`src/rtl/rv32i_pkg.sv`:
```
// Shared RV32I definitions for the decode stage: opcodes, immediate formats
// and the {pc, insn} entry carried through the elastic buffer.
package rv32i_pkg;

  localparam int XLEN = 32;

  localparam logic [6:0] OP_LOAD   = 7'h03;
  localparam logic [6:0] OP_FENCE  = 7'h0F;
  localparam logic [6:0] OP_IMM    = 7'h13;
  localparam logic [6:0] OP_AUIPC  = 7'h17;
  localparam logic [6:0] OP_STORE  = 7'h23;
  localparam logic [6:0] OP_REG    = 7'h33;
  localparam logic [6:0] OP_LUI    = 7'h37;
  localparam logic [6:0] OP_BRANCH = 7'h63;
  localparam logic [6:0] OP_JALR   = 7'h67;
  localparam logic [6:0] OP_JAL    = 7'h6F;
  localparam logic [6:0] OP_SYSTEM = 7'h73;

  localparam logic [XLEN-1:0] NOP_INSN = 32'h0000_0013;

  // FMT_NONE: no immediate (R-type, FENCE); FMT_BAD: opcode not in RV32I.
  typedef enum logic [2:0] {
    FMT_NONE,
    FMT_I,
    FMT_S,
    FMT_B,
    FMT_U,
    FMT_J,
    FMT_BAD
  } imm_fmt_e;

  typedef struct packed {
    logic [XLEN-1:0] pc;
    logic [XLEN-1:0] insn;
  } decode_entry_t;

endpackage

```
`src/rtl/decode_imm_gen.sv`:
```
// Combinational immediate generator: classifies the opcode into a format,
// builds the sign-extended immediate and flags malformed funct3 fields.
module imm_gen
  import rv32i_pkg::*;
(
  input  logic [31:0] insn_i,
  output logic [31:0] imm_o,
  output imm_fmt_e    fmt_o,
  output logic        illegal_o
);

  logic [2:0] funct3;
  assign funct3 = insn_i[14:12];

  // illegal_o covers bad fields of known opcodes; unknown opcodes surface as FMT_BAD.
  always_comb begin
    fmt_o     = FMT_BAD;
    illegal_o = (insn_i[1:0] != 2'b11);
    case (insn_i[6:0])
      OP_LOAD: begin
        fmt_o = FMT_I;
        if (funct3 == 3'd3 || funct3 >= 3'd6) illegal_o = 1'b1;
      end
      OP_IMM, OP_SYSTEM: fmt_o = FMT_I;
      OP_JALR: begin
        fmt_o = FMT_I;
        if (funct3 != 3'd0) illegal_o = 1'b1;
      end
      OP_STORE: begin
        fmt_o = FMT_S;
        if (funct3 > 3'd2) illegal_o = 1'b1;
      end
      OP_BRANCH: begin
        fmt_o = FMT_B;
        if (funct3 == 3'd2 || funct3 == 3'd3) illegal_o = 1'b1;
      end
      OP_LUI, OP_AUIPC: fmt_o = FMT_U;
      OP_JAL:           fmt_o = FMT_J;
      OP_REG, OP_FENCE: fmt_o = FMT_NONE;
      default:          fmt_o = FMT_BAD;
    endcase
  end

  always_comb begin
    imm_o = '0;
    case (fmt_o)
      FMT_I: imm_o = {{20{insn_i[31]}}, insn_i[31:20]};
      FMT_S: imm_o = {{20{insn_i[31]}}, insn_i[31:25], insn_i[11:7]};
      FMT_B: imm_o = {{19{insn_i[31]}}, insn_i[31], insn_i[7], insn_i[30:25],
                      insn_i[11:8], 1'b0};
      FMT_U: imm_o = {insn_i[31:12], 12'b0};
      FMT_J: imm_o = {{11{insn_i[31]}}, insn_i[31], insn_i[19:12], insn_i[20],
                      insn_i[30:21], 1'b0};
      default: imm_o = '0;
    endcase
  end

endmodule

```
`src/rtl/decode.sv`:
```
// RV32I decode stage: two-entry elastic buffer (main + skid) between fetch
// and execute, with field/immediate decode taken from the main register.
module decode
  import rv32i_pkg::*;
#(
  parameter int DWIDTH = 32,
  parameter int AWIDTH = 32
) (
  input  logic              clk,
  input  logic              rst,
  input  logic              insn_valid_i,
  output logic              insn_ready_o,
  input  logic [AWIDTH-1:0] pc_i,
  input  logic [DWIDTH-1:0] insn_i,
  input  logic              flush_i,
  output logic              dec_valid_o,
  input  logic              dec_ready_i,
  output logic [AWIDTH-1:0] dec_pc_o,
  output logic [DWIDTH-1:0] dec_insn_o,
  output logic [6:0]        opcode_o,
  output logic [4:0]        rd_o,
  output logic [4:0]        rs1_o,
  output logic [4:0]        rs2_o,
  output logic [2:0]        funct3_o,
  output logic [6:0]        funct7_o,
  output logic [31:0]       imm_o,
  output logic              illegal_o
);

  localparam logic [1:0] ST_EMPTY = 2'd0;
  localparam logic [1:0] ST_ONE   = 2'd1;
  localparam logic [1:0] ST_TWO   = 2'd2;

  logic [1:0]    state_q, state_d;
  decode_entry_t main_q, main_d;
  decode_entry_t skid_q, skid_d;
  decode_entry_t in_entry;
  logic          in_xfer, out_xfer;
  imm_fmt_e      imm_fmt;
  logic          fld_illegal;

  assign in_entry     = {pc_i, insn_i};
  assign insn_ready_o = (state_q != ST_TWO);
  assign dec_valid_o  = (state_q != ST_EMPTY);
  assign in_xfer      = insn_valid_i && insn_ready_o;
  assign out_xfer     = dec_valid_o && dec_ready_i;

  always_comb begin
    state_d = state_q;
    main_d  = main_q;
    skid_d  = skid_q;
    if (flush_i) begin
      // Redirect: drop everything but leave the data registers untouched.
      state_d = ST_EMPTY;
    end else begin
      case (state_q)
        ST_EMPTY: begin
          if (in_xfer) begin
            main_d  = in_entry;
            state_d = ST_ONE;
          end
        end
        ST_ONE: begin
          if (in_xfer && out_xfer) begin
            main_d = in_entry;
          end else if (in_xfer) begin
            skid_d  = in_entry;
            state_d = ST_TWO;
          end else if (out_xfer) begin
            state_d = ST_EMPTY;
          end
        end
        ST_TWO: begin
          if (out_xfer) begin
            main_d  = skid_q;
            state_d = ST_ONE;
          end
        end
        default: state_d = ST_EMPTY;
      endcase
    end
  end

  always_ff @(posedge clk or negedge rst) begin
    if (!rst) begin
      state_q <= ST_EMPTY;
      main_q  <= '{pc: '0, insn: NOP_INSN};
      skid_q  <= '{pc: '0, insn: NOP_INSN};
    end else begin
      state_q <= state_d;
      main_q  <= main_d;
      skid_q  <= skid_d;
    end
  end

  assign dec_pc_o   = main_q.pc;
  assign dec_insn_o = main_q.insn;
  assign opcode_o   = main_q.insn[6:0];
  assign rd_o       = main_q.insn[11:7];
  assign rs1_o      = main_q.insn[19:15];
  assign rs2_o      = main_q.insn[24:20];
  assign funct3_o   = main_q.insn[14:12];
  assign funct7_o   = main_q.insn[31:25];

  imm_gen u_imm_gen (
    .insn_i    (main_q.insn),
    .imm_o     (imm_o),
    .fmt_o     (imm_fmt),
    .illegal_o (fld_illegal)
  );

  assign illegal_o = dec_valid_o && (fld_illegal || imm_fmt == FMT_BAD);

endmodule

```
`config.mk`:
```
export PLATFORM = sky130hd
export DESIGN_NAME = decode
export DESIGN_NICKNAME = d
export VERILOG_FILES = /design/src/rtl/rv32i_pkg.sv /design/src/rtl/decode_imm_gen.sv /design/src/rtl/decode.sv
export SDC_FILE = /design/constraint.sdc
export NUM_CORES = 1
export LEC_CHECK = 0
export CAP_MARGIN = 20
export CORE_MARGIN = 5
export CORE_UTILIZATION = 44
export CTS_BUF_LIST = sky130_fd_sc_hd__clkbuf_8
export CTS_CLUSTER_SIZE = 12
export DETAILED_ROUTE_END_ITERATION = 10
export GPL_TIMING_DRIVEN = 1
export HOLD_SLACK_MARGIN = 0.02
export PLACE_DENSITY = 0.79
export SLEW_MARGIN = 20
export SYNTH_ARGS = -nofsm -noshare
export SYNTH_HDL_FRONTEND = slang
export SYNTH_SLANG_ARGS = --single-unit
```
`constraint.sdc`:
```
create_clock -name clk -period 1.7 [get_ports clk]
set_input_delay 0.425 -clock clk [delete_from_list [all_inputs] [get_ports clk]]
set_output_delay 0.425 -clock clk [all_outputs]
set_load 0.02 [all_outputs]
```
==> impl.org, run 1 <==
** Synth
- The synthesized design spends more area on one cell type than any other, namely sky130_fd_sc_hd__dfrtp_1.
- Top-count cell post-synth :: sky130_fd_sc_hd__dfrtp_1
- After synthesis the cells add up to approximately 6300 µm².
- The synthesized design contains 130 register bits.
- A synthesized cell averages between 10 and 15 µm².
- Sequential elements use about half of the synthesized area.
- Synthesis produced a netlist whose cell count is 554.
- The synthesized netlist contains just over 40 unique library cells.
- For this run, the number of Yosys warnings is 0.
- Top-area cell type share of the netlist area :: around 49%
- Proportion of register bits with asynchronous set or reset after synthesis :: between 90% and 100%
- Cell types occupying the most area after synthesis :: sky130_fd_sc_hd__dfrtp_1 49%, sky130_fd_sc_hd__mux2_2 11%, sky130_fd_sc_hd__mux2i_1 10%
- Among all flip-flop cells after synthesis, the most frequent one is sky130_fd_sc_hd__dfrtp_1.
- Yosys mapped a number of flops with a built-in enable equal to 0.
- Syn_nets :: 623
- Leading post-synthesis cells by instance count :: 124 x sky130_fd_sc_hd__dfrtp_1, 76 x sky130_fd_sc_hd__nand2_1, 66 x sky130_fd_sc_hd__mux2i_1, 64 x sky130_fd_sc_hd__mux2_2, 45 x sky130_fd_sc_hd__o21ai_0

** Setup path
- R2R Path End :: dec_insn_o[8]
- Critical path launch point type :: register
- The most critical setup path has its startpoint at dec_insn_o[6].
- By startpoint and endpoint, the worst setup path is classified as reg -> out.
- Source of the worst register-to-register timing path :: state_q[1]
- For the worst flop-to-flop path, the logic depth is 9.
- Data arrives at the worst endpoint at approximately 2.1 ns.
- The worst register-to-register path has a setup slack of -0.09 ns.
- STA classifies the critical path endpoint as an output port.
- Worst-path fanout max :: 6
- Required time at the worst-slack endpoint :: 1.27 ns
- Timing endpoint of the critical path :: illegal_o

** Timing
- Setup repair after global routing could not meet its margin everywhere.
- Time the worst path needs with I/O delays and setup :: between 2 and 3 ns
- In the finished design, the share of the clock period the worst path needs comes to 148%.
- Static timing analysis puts the maximum clock frequency at roughly 400 MHz.
- Final number of hold-violating endpoints :: 0
- Least-Margin Pin Slew :: 0.422 ns
- Measured against its own limit, the worst slew margin works out to between 70% and 80%.
- The final-report max-slew violation count came to 0.
- Setup slack of the critical path after layout :: -0.808 ns
- Setup total negative slack on the finished layout was measured at -24.94 ns.
- Setup violations remaining at the end of the flow were counted as slightly below 90.
- Final clock skew :: approximately 0.013 ns

** Final layout
- The sequential cells in the finished layout cover a total of about 3300 µm².
- Share of post-route cells with drive strength above 1 :: between 50% and 60%
- Area growth from synthesis to final layout :: 61.7%
- Multi-input combinational cell area :: 3340 µm²
- Number of nets in the final layout :: 877
- 0 antenna diodes ended up in the layout.
- Number of filler instances in the final layout :: 957
- Summing all non-filler instances in the final layout gives an area of about 10000 µm².

** Die
- The die covers 16900 µm².
- Die Width :: 130 µm
- Initial core utilization :: between 40% and 50%
- The floorplan step defined a core boundary enclosing between 10000 and 15000 µm².
- Row count :: between 40 and 50
- Pin placement for this block handled 200 I/O pins.
- Measured along the y axis, the die boundary spans 130 µm.

** Detailed routing
- Via/cell ratio :: 5.31
- Pre-Repair DR Iteration Count :: 4
- Once detail routing completed, the nets flagged for antenna violations numbered 0.
- Dividing the detail-routed wire length by the instance count gives between 20 and 25 µm.
- Total number of vias :: about 5300
- After detailed routing, the number of remaining DRC violations is 0.
- DRT Wirelength :: around 20000 µm
- Number of DRC violations after detailed-routing iteration 0 :: approximately 260

** Placement
- Worst slack at placement :: -1.05 ns
- The congestion estimate from routability-driven global placement came to 0.883.
- In this run the cell area measured after placement is roughly 8700 µm².
- Detailed placement finished with a half-perimeter wire length of between 10000 and 15000 µm.
- Buffers added on ports :: a little under 200

** Power and ir drop
- For this design the total switching power over the nets is 0.00366 W.
- Internal power comes to roughly 0.007 W.
- Largest voltage drop on the vdd net :: around 640 µV
- Proportion of power drawn by flip-flops and latches :: 40.6%
- Power Density :: about 1100 nW/µm²
- Switching share of power :: roughly a third
- Leak Pwr :: about 4.8 nW
- Share of power burned in the clock network :: between 20 and 30%
- Combinational logic is responsible for ~34% of the overall power.

** CTS
- In this run, CTS created clock tree buffers numbering 17.
- CTS built an H-tree with a depth of 4.
- The later pin in the worst-skew pair is clocked with a latency of 0.44 ns.
- For this design, the sink count on the clock tree is between 100 and 150.
- Clock tree from TritonCTS :: built
- Maximum clock path buffer count :: 2
- CTS clk-pin slew, worst paths :: around 0.08 ns
- Root buf cell :: sky130_fd_sc_hd__clkbuf_8

** Status
- Failing checks :: setup timing
- Run status :: finished, violations left

** Global routing
- For this run, the total global-route usage over all layers was measured as between 20% and 30%.
- Largest net degree at the start of global routing :: 39
- Summed over all layers, the global routing overflow is 0.
- The number of global-route vias before repair is 5461.
- Wire length of the first global-routing pass :: roughly 28000 µm
- Initial antenna violation count :: 1

** Job
- Maximum Capacitance Violations :: 0

** Min path
- Path category of the worst min-delay check :: in -> async
power by group through the flow:
| stage | Combinational, W | Sequential (W) | Clock (W) |
|---|---|---|---|
| 6_report | 0.00371 | 0.00440 | 0.00272 |
| 2_1_floorplan | 0.00147 | 0.00458 | 0 |
| 3_5_place_dp | 0.00321 | 0.00435 | 0 |
| 5_1_grt | 0.00394 | 0.00447 | 0.00291 |
| 3_3_place_gp | 0.00313 | 0.00429 | 0 |
| 4_1_cts | 0.00322 | 0.00429 | 0.00276 |
layout by cell type (no fill, tap or decap), types with 4 or more instances in the layout:
master,count
sky130_fd_sc_hd__buf_6,79
sky130_fd_sc_hd__dfrtp_2,7
sky130_fd_sc_hd__o21ai_1,25
sky130_fd_sc_hd__dfrtp_1,117
sky130_fd_sc_hd__clkdlybuf4s15_1,6
sky130_fd_sc_hd__nand2_4,36
sky130_fd_sc_hd__clkdlybuf4s50_1,67
sky130_fd_sc_hd__buf_2,16
sky130_fd_sc_hd__mux2i_1,65
sky130_fd_sc_hd__buf_12,9
sky130_fd_sc_hd__nand2_1,17
sky130_fd_sc_hd__mux2_2,64
sky130_fd_sc_hd__inv_1,6
sky130_fd_sc_hd__nand2_2,24
sky130_fd_sc_hd__dlygate4sd2_1,38
sky130_fd_sc_hd__a21oi_1,4
sky130_fd_sc_hd__clkbuf_16,8
sky130_fd_sc_hd__buf_4,47
sky130_fd_sc_hd__clkinv_2,4
sky130_fd_sc_hd__and2_4,8
sky130_fd_sc_hd__clkbuf_2,22
sky130_fd_sc_hd__a21o_1,16
sky130_fd_sc_hd__o21ai_2,36
sky130_fd_sc_hd__clkdlybuf4s15_2,4
sky130_fd_sc_hd__dfstp_2,6
sky130_fd_sc_hd__nor2_1,5
sky130_fd_sc_hd__clkbuf_8,19
sky130_fd_sc_hd__a22o_1,4
routing by layer:
metal	part of all wire [%]	wire [µm]	GRT usage, %
met3	7.5	1530	5.65
met5	0.054	11	0
met4	1.4	276	7.82
met2	52	10600	37.4
met1	39	7860	24.8
cell families after synthesis:
family | Yosys count | synth area share, %
mux | 130 | 21.8
flops | 130 | 51.4
buf+inv | 74 | 8.50
compound gates | 112 | 10.8
simple gates | 108 | 7.53
state kept, by name, indices dropped and copies added, names as in the netlist:
register,flops
dec_insn_o,32
dec_pc_o,32
skid_q,64
state_q,2
through the flow:
step / total power (W) / hold WS, ns / std cells / utilization [%]
global placement: 0.00743 / 0.360 / 927 / 62.4
finish: 0.0108 / 0.462 / 1001 / 73.4
detailed placement: 0.00756 / 0.367 / 927 / 62.4
CTS: 0.0103 / 0.450 / 978 / 67.5
floorplan: 0.00605 / 0.129 / 554 / -
global route: 0.0113 / 0.474 / 1001 / 73.4
critical path: stages (launching register included):
cell                      delay, ns
sky130_fd_sc_hd__dfrtp_2       0.48
sky130_fd_sc_hd__buf_6         0.15
sky130_fd_sc_hd__nor2_4        0.12
sky130_fd_sc_hd__a31oi_2       0.13
sky130_fd_sc_hd__o32ai_2       0.31
sky130_fd_sc_hd__nand2_1       0.10
sky130_fd_sc_hd__a31oi_2       0.19
sky130_fd_sc_hd__buf_4         0.16
final cells by class:
cell class	count	area share [%]
Clock buffer	19	2.55
Tap cell	180	2.19
Multi-Input combinational cell	353	32.5
Clock inverter	13	1.40
Sequential cell	130	31.9
Inverter	5	0.183
Timing Repair Buffer	301	29.3
what timing repair did:
item	4_1_cts	5_1_grt
cloned	3	15
endpoints found under the hold margin	30	0
setup endpoints to repair	176	125
resized for setup	452	254
hold buffers	1	0
pin swaps	25	79
setup buffers	18	9
worst min-delay path by stage:
stage | to | slack (ns) | cells past startpoint
floorplan | dec_insn_o[10] | 0.13 | 0
global placement | skid_q[43] | 0.36 | 1
detailed placement | skid_q[43] | 0.37 | 1
CTS | skid_q[43] | 0.45 | 2
global route | skid_q[43] | 0.47 | 2
finish | skid_q[43] | 0.46 | 2
Note: power is estimated with default switching activity, not from simulation.
==> inputs of run 2 (changes only) <==
--- a/config.mk
+++ b/config.mk
@@ -5,12 +5,14 @@
 export SDC_FILE = /design/constraint.sdc
 export NUM_CORES = 1
 export LEC_CHECK = 0
+export ABC_AREA = 0
 export CAP_MARGIN = 20
 export CORE_MARGIN = 5
 export CORE_UTILIZATION = 44
 export CTS_BUF_LIST = sky130_fd_sc_hd__clkbuf_8
 export CTS_CLUSTER_SIZE = 12
 export DETAILED_ROUTE_END_ITERATION = 10
+export GPL_ROUTABILITY_DRIVEN = 0
 export GPL_TIMING_DRIVEN = 1
 export HOLD_SLACK_MARGIN = 0.02
 export PLACE_DENSITY = 0.79
==> impl.org, run 2 (synthesis results as in run 1) <==
** Status
- Run status :: finished, violations left
- Failing checks :: setup timing

** Detailed routing
- The via-per-instance ratio was 5.37 (+1.2%).
- Number of design rule violations left after detail routing :: 0 (unchanged)
- Detailed-route wire length per cell :: 20.3 µm (+0.22%)
- Number of DRC violations after detailed-routing iteration 0 :: 236 (-7.5%)
- Pre-Repair DR Iteration Count :: 4 (unchanged)
- Total number of vias :: 5430 (+2.2%)
- The remaining antenna violation count after routing was 0 (unchanged).
- DRT Wirelength :: 20500 µm (+1.2%)

** Timing
- The number of hold violations in the final report was 0 (unchanged).
- The normalized max-slew margin is 72.4% (+0.46 points).
- The share of the cycle needed by the critical path after routing is 152% (+4.6 points).
- Max Fclk :: 387 MHz (-3.1%)
- Least-Margin Pin Slew :: 0.415 ns (-0.00688 ns)
- The setup slack after layout came to -0.887 ns (-0.0790 ns).
- The accumulated negative setup slack came to -26.64 ns (-1.70 ns).
- The final-report max-slew violation count is 0 (unchanged).
- Setup repair after global routing could not meet its margin everywhere.
- Time the worst path needs with I/O delays and setup :: 2.59 ns (+0.0790 ns)
- The worst clock skew came to 0.00974 ns (-0.00328 ns).
- # setup viols final :: 106 (+22%)

** Power and ir drop
- Largest voltage drop on the vdd net :: 691 µV (+8.3%)
- The power per cell area came to 1060 nW/µm² (about the same).
- PnR Total Power :: 0.0107 W (-1.7%)
- The leakage power of the design came to 4.72 nW (-0.94%).

** Final layout
- The number of flip-flops in the largest register came to 64 (unchanged).
- The core utilization of the finished layout was 72.2% (-1.2 points).
- Number of standard cells in the layout, taps in and fillers out :: 1011 (+1.0%)
- Share of post-route cells with drive strength above 1 :: 46.7% (-6.8 points)
- In the layout the commonest cells are 119 x sky130_fd_sc_hd__dfrtp_1, 69 x sky130_fd_sc_hd__buf_6, 67 x sky130_fd_sc_hd__clkdlybuf4s50_1.
- The number of antenna cells inserted was 0 (unchanged).
- Most frequent standard cell in the layout excluding fill and tap cells :: sky130_fd_sc_hd__dfrtp_1
- The net total in the final layout was 887 (+1.1%).
- Area growth from synthesis to final layout :: 59.1%
- Counting flops per register, the top entry is skid_q.

** Job
- The max capacitance violation total is 0 (unchanged).

** CTS
- The number of clock sinks is 130 (unchanged).
- TritonCTS built the clock tree.
- Number of buffers inserted during clock tree synthesis :: 17 (unchanged)
- The number of buffers on the longest clock path came to 2 (unchanged).
- The tree is rooted in a sky130_fd_sc_hd__clkbuf_8.
- The clock latency of the later-clocked register in the worst-skew pair came to 0.44 ns (about the same).
- The total number of H-tree levels was 4 (unchanged).
- The clock transition time at the flip-flop clock pins of the worst setup and hold paths was 0.08 ns (about the same).

** Die
- Core Area :: 14000 µm² (unchanged)
- Initial core utilization :: 45.4% (unchanged)
- The width of the die was 130 µm (unchanged).
- The number of standard-cell rows in the floorplan came to 43 (unchanged).
- Top-level I/O count :: 200 (unchanged)
- The die footprint is 16900 µm² (unchanged).
- The die height was 130 µm (unchanged).

** Global routing
- Largest net degree at the start of global routing :: 59 (+51%)
- Wire length of the first global-routing pass :: 28200 µm (+0.91%)
- The global route total overflow came to 0 (unchanged).
- The number of antenna violations at the first check in global routing is 1 (unchanged).
- Total Routing Usage GR :: 21.4% (+0.21 points)
- Vias in the first global route :: 5574 (+2.1%)

** Setup path
- The required time of the critical path was 1.27 ns (about the same).
- The worst setup path is captured at an output port.
- Minimum setup slack among reg-to-reg paths :: -0.07 ns (+0.02 ns)
- Worst Reg2Reg Path Length in Cells :: 10 (+1)
- Critical path class :: reg -> out
- Source of the worst register-to-register timing path :: state_q[1]
- Worst-path fanout max :: 4 (-2)
- R2R Path End :: dec_insn_o[31]
- The worst setup path is launched from a register.
- Data arrival at the endpoint of the critical path :: 2.16 ns (+0.08 ns)

** Placement
- The count of input and output buffers came to 199 (unchanged).
- The post-placement cell count was 923 (-0.43%).
- The final HPWL from detailed placement came to 12200 µm (-1.6%).

** Min path
- Path category of the worst min-delay check :: in -> async
run 2: changes by cell type in the layout (fill, tap and decap cells not counted), moves of 3 or more:
cell,change
sky130_fd_sc_hd__clkdlybuf4s15_1,+4
sky130_fd_sc_hd__buf_4,+16
sky130_fd_sc_hd__o21ai_1,+17
sky130_fd_sc_hd__buf_6,-10
sky130_fd_sc_hd__nand2_1,+28
sky130_fd_sc_hd__buf_2,+4
sky130_fd_sc_hd__dlygate4sd2_1,+6
sky130_fd_sc_hd__nand2_4,-26
sky130_fd_sc_hd__clkbuf_2,-11
sky130_fd_sc_hd__o21ai_0,+3
sky130_fd_sc_hd__o21ai_2,-18
run 2: where the power goes:
part / switching (W) / internal [W]
registers: 0.000516 / 0.00383
logic: 0.00178 / 0.00174
clock network: 0.00121 / 0.00159
total: 0.00350 / 0.00715
run 2: metal layers:
| metal | track usage (%) | part of all wire, % | vias up |
|---|---|---|---|
| met3 | 6.18 | 8.0 | 63 |
| met1 | 24.4 | 37 | 2698 |
| met2 | 37.6 | 51 | 235 |
| met5 | 0 | 0.063 | - |
| met4 | 8.99 | 3.8 | 2 |
| li1 | - | - | 2432 |
run 2: how the worst max path moves through the flow:
stage	from	to	cells after the start
6_report	dec_insn_o[4]	imm_o[17]	8
5_1_grt	dec_insn_o[4]	imm_o[17]	8
4_1_cts	dec_insn_o[4]	imm_o[17]	8
3_5_place_dp	dec_insn_o[6]	imm_o[11]	6
3_3_place_gp	dec_insn_o[4]	imm_o[11]	6
2_1_floorplan	dec_insn_o[4]	imm_o[0]	6
run 2: worst max-delay path, cell delays in order (launching register included):
cell and delay (ns):
sky130_fd_sc_hd__dfstp_2 0.58, sky130_fd_sc_hd__nand3b_1 0.18, sky130_fd_sc_hd__a2bb2oi_2 0.26, sky130_fd_sc_hd__nor3_4 0.06, sky130_fd_sc_hd__buf_6 0.13, sky130_fd_sc_hd__buf_6 0.11
sky130_fd_sc_hd__buf_6 0.11, sky130_fd_sc_hd__a21o_1 0.16, sky130_fd_sc_hd__buf_6 0.13
run 2: layout make-up:
cell class | count | area (µm²)
Clock buffer | 21 | 289
Clock inverter | 11 | 135
Fill cell | 974 | 3890
Inverter | 5 | 18.8
Multi-Input combinational cell | 351 | 3010
Sequential cell | 130 | 3270
Tap cell | 180 | 225
Timing Repair Buffer | 313 | 3150
run 2: metrics by stage:
| step | hold slack, ns | area [µm²] | worst slack (ns) |
|---|---|---|---|
| 2_1_floorplan | 0.129 | 6470 | -0.281 |
| 3_3_place_gp | 0.371 | 8700 | -0.992 |
| 3_5_place_dp | 0.370 | 8700 | -1.02 |
| 4_1_cts | 0.468 | 9430 | -0.834 |
| 5_1_grt | 0.503 | 10100 | -0.970 |
| 6_report | 0.478 | 10100 | -0.887 |
run 2: timing repair:
item / CTS / global route
setup endpoints to repair: 138 / 185
pin swaps: 20 / 34
setup buffers: 22 / 14
gates resized for setup: 432 / 166
hold buffers: 1 / 0
endpoints found under the hold margin: 30 / 0
cloned: 3 / 16
==> inputs of run 3 (changes only) <==
--- a/config.mk
+++ b/config.mk
@@ -6,6 +6,7 @@
 export NUM_CORES = 1
 export LEC_CHECK = 0
 export ABC_AREA = 0
+export ABC_CLOCK_PERIOD_IN_PS = 1700
 export CAP_MARGIN = 20
 export CORE_MARGIN = 5
 export CORE_UTILIZATION = 44
@@ -14,8 +15,7 @@
 export DETAILED_ROUTE_END_ITERATION = 10
 export GPL_ROUTABILITY_DRIVEN = 0
 export GPL_TIMING_DRIVEN = 1
-export HOLD_SLACK_MARGIN = 0.02
-export PLACE_DENSITY = 0.79
+export PLACE_DENSITY = 0.86
 export SLEW_MARGIN = 20
 export SYNTH_ARGS = -nofsm -noshare
 export SYNTH_HDL_FRONTEND = slang
==> impl.org, run 3 (synthesis results as in run 1) <==
** Status
- The flow ran to the end, but the final reports show violations.
- The final reports fail on setup timing.

** CTS
- Number of buffers inserted during clock tree synthesis :: 17 (unchanged)
- The clock transition time at the flip-flop clock pins of the worst setup and hold paths is 0.07 ns (about the same).
- The clock latency of the later-clocked register in the worst-skew pair came to 0.44 ns (about the same).
- Maximum clock path buffer count :: 2 (unchanged)
- The number of clock sinks was 130 (unchanged).
- Root buf cell :: sky130_fd_sc_hd__clkbuf_8
- Clock tree from TritonCTS :: built
- Htree depth :: 4 (unchanged)

** Timing
- The count of endpoints failing setup in the final report is 37 (-65%).
- Setup slack of the critical path after layout :: -0.760 ns (+0.127 ns)
- The final-report max-slew violation count is 0 (unchanged).
- The final period demand of the worst path was 2.46 ns (-0.127 ns).
- The fmax is 407 MHz (+5.2%).
- Fraction of the cycle the final worst path needs :: 145% (-7.5 points)
- The worst clock skew was 0.0124 ns (+0.00268 ns).
- Worst slack on hold paths :: 0.458 ns (-0.0208 ns)
- Final number of hold-violating endpoints :: 0 (unchanged)
- RSZ-0062 raised after global routing :: true
- Normalized max-slew margin :: 74.0% (+1.7 points)
- Least-Margin Pin Slew :: 0.390 ns (-0.0250 ns)

** Die
- The number of standard-cell rows in the floorplan was 43 (unchanged).
- Total die area :: 16900 µm² (unchanged)
- The boundary pin count came to 200 (unchanged).
- Initial core utilization :: 45.4% (unchanged)
- Core Area :: 14000 µm² (unchanged)
- The width of the die came to 130 µm (unchanged).
- The die height came to 130 µm (unchanged).

** Final layout
- The area of all sequential standard cells was 3270 µm² (about the same).
- Area growth from synthesis to final layout :: 50.9%
- The fraction of layout instances using a drive strength above 1 was 38.7% (-8.0 points).
- The core utilization of the finished layout came to 68.5% (-3.7 points).
- Leaving out fill and tap cells, the most frequent cell in the layout is sky130_fd_sc_hd__dfrtp_1.
- Counting flops per register, the top entry is skid_q.
- Leading cell types in the layout, fill and taps excluded :: 120 x sky130_fd_sc_hd__dfrtp_1, 73 x sky130_fd_sc_hd__nand2_1, 73 x sky130_fd_sc_hd__buf_6
- Multi-input combinational cell area :: 2820 µm² (-6.4%)
- The post-route standard cell area excluding fillers came to 9580 µm² (-5.2%).
- Flip-flop count of the largest register after layout :: 64 (unchanged)
- Number of nets in the final layout :: 860 (-3.0%)
- Number of filler instances in the final layout :: 1037 (+6.5%)

** Detailed routing
- The via count is 5198 (-4.3%).
- The total detailed-routing wirelength is 19100 µm (-7.0%).
- The total DRC errors in the routed layout is 0 (unchanged).
- Post-route ant nets :: 0 (unchanged)
- The number of DRC markers in iteration 0 was 243 (+3.0%).
- The via-per-instance ratio came to 5.28 (-1.7%).
- The wire length per cell after detailed routing came to 19.4 µm (-4.5%).
- The first-pass iteration count of the detailed router is 4 (unchanged).

** Setup path
- The worst register-to-register path ends at dec_insn_o[13].
- Endpoint class of the critical path :: output port
- The number of cells on the worst reg-to-reg path was 6 (-4).
- Worst-path fanout max :: 7 (+3)
- Source of the worst register-to-register timing path :: state_q[1]
- The required time of the critical path was 1.27 ns (about the same).
- The worst setup path is launched from a register.
- Minimum setup slack among reg-to-reg paths :: 0.11 ns (+0.18 ns)
- The data arrival at the endpoint of the critical path is 2.03 ns (-0.13 ns).
- Critical path class :: reg -> out

** Global routing
- Total Routing Usage GR :: 21.8% (+0.41 points)
- Wire length of the first global-routing pass :: 28800 µm (+2.1%)
- The pin count of the biggest net entering global routing is 61 (+3.4%).
- Residual overflow from global routing :: 0 (unchanged)
- The number of global-route vias before repair came to 5557 (-0.30%).
- Initial antenna violation count :: 2 (+1)

** Placement
- The post-placement cell area is 8720 µm² (+0.17%).
- The final HPWL from detailed placement is 12600 µm (+2.5%).
- The count of input and output buffers is 199 (unchanged).
- The setup slack after placement came to -1.16 ns (-0.133 ns).

** Power and ir drop
- The leakage power of the design is 4.48 nW (-5.3%).
- PnR Total Power :: 0.0105 W (-1.2%)
- The power per cell area is 1100 nW/µm² (+4.1%).
- Largest voltage drop on the vdd net :: 593 µV (-14%)

** Job
- Maximum Capacitance Violations :: 0 (unchanged)

** Min path
- The min-delay analysis places its worst path in the category in -> async.
==> run 3: changes by cell type in the layout (fill, tap and decap cells not counted), sizes merged <==
cell | before | now
clkinv | 3 | 1
clkbuf | 41 | 30
bufinv | 3 | 4
clkdlybuf4s15 | 13 | 12
buf | 168 | 151
clkinvlp | 3 | 0
diode | 0 | 1
inv | 7 | 11
dlygate4sd2 | 44 | 46
==> run 3: layer usage <==
metal | global-route usage, % | up-vias | share of wire (%)
li1 | - | 2376 | -
met1 | 24.5 | 2581 | 38
met2 | 38.2 | 193 | 52
met3 | 7.12 | 46 | 7.5
met4 | 9.11 | 2 | 3.0
met5 | 0 | - | 0.10
==> run 3: worst max path at each step <==
stage,start,to,slack [ns],cells after the start
2_1_floorplan,dec_insn_o[4],imm_o[0],-0.28,6
3_3_place_gp,dec_insn_o[4],imm_o[11],-1.12,6
3_5_place_dp,dec_insn_o[4],imm_o[11],-1.16,6
4_1_cts,dec_insn_o[4],imm_o[0],-0.75,7
5_1_grt,dec_insn_o[4],imm_o[0],-0.85,7
6_report,dec_insn_o[0],illegal_o,-0.76,6
==> run 3: timing repair <==
| item | in CTS | in global routing |
|---|---|---|
| gates resized for setup | 461 | 58 |
| setup buffers | 25 | 6 |
| cloned | 2 | 3 |
| endpoints found under the hold margin | 35 | 0 |
| hold buffers | 1 | 0 |
| pin swaps | 25 | 17 |
| endpoints found under the setup margin | 131 | 128 |
==> run 3: worst max-delay path: stages, from the launching register on <==
cell and delay, ns:
sky130_fd_sc_hd__dfstp_2 0.57, sky130_fd_sc_hd__nand2_4 0.07, sky130_fd_sc_hd__buf_8 0.14, sky130_fd_sc_hd__and4bb_2 0.33, sky130_fd_sc_hd__a21oi_1 0.11, sky130_fd_sc_hd__a31oi_2 0.21, sky130_fd_sc_hd__buf_4 0.17
==> run 3: layout make-up <==
type | instances | share of cell area [%]
Timing Repair Buffer | 286 | 29.3
Inverter | 5 | 0.196
Sequential cell | 130 | 34.1
Clock inverter | 11 | 1.54
Antenna cell | 1 | 0.0261
Clock buffer | 21 | 3.02
Multi-Input combinational cell | 351 | 29.5
Tap cell | 180 | 2.35
==> run 3: where the power goes <==
group	total [W]	switching [W]	internal, W	leakage, nW
registers	0.00430	0.000474	0.00383	1.59
clock network	0.00286	0.00114	0.00172	0.243
logic	0.00336	0.00171	0.00165	2.65
==> run 3: through the flow <==
| stage | setup TNS, ns | cells |
|---|---|---|
| after floorplan | -6.82 | 554 |
| after global placement | -61.28 | 919 |
| after detailed placement | -73.36 | 919 |
| after CTS | -23.11 | 977 |
| after global routing | -26.46 | 985 |
| final | -22.95 | 985 |
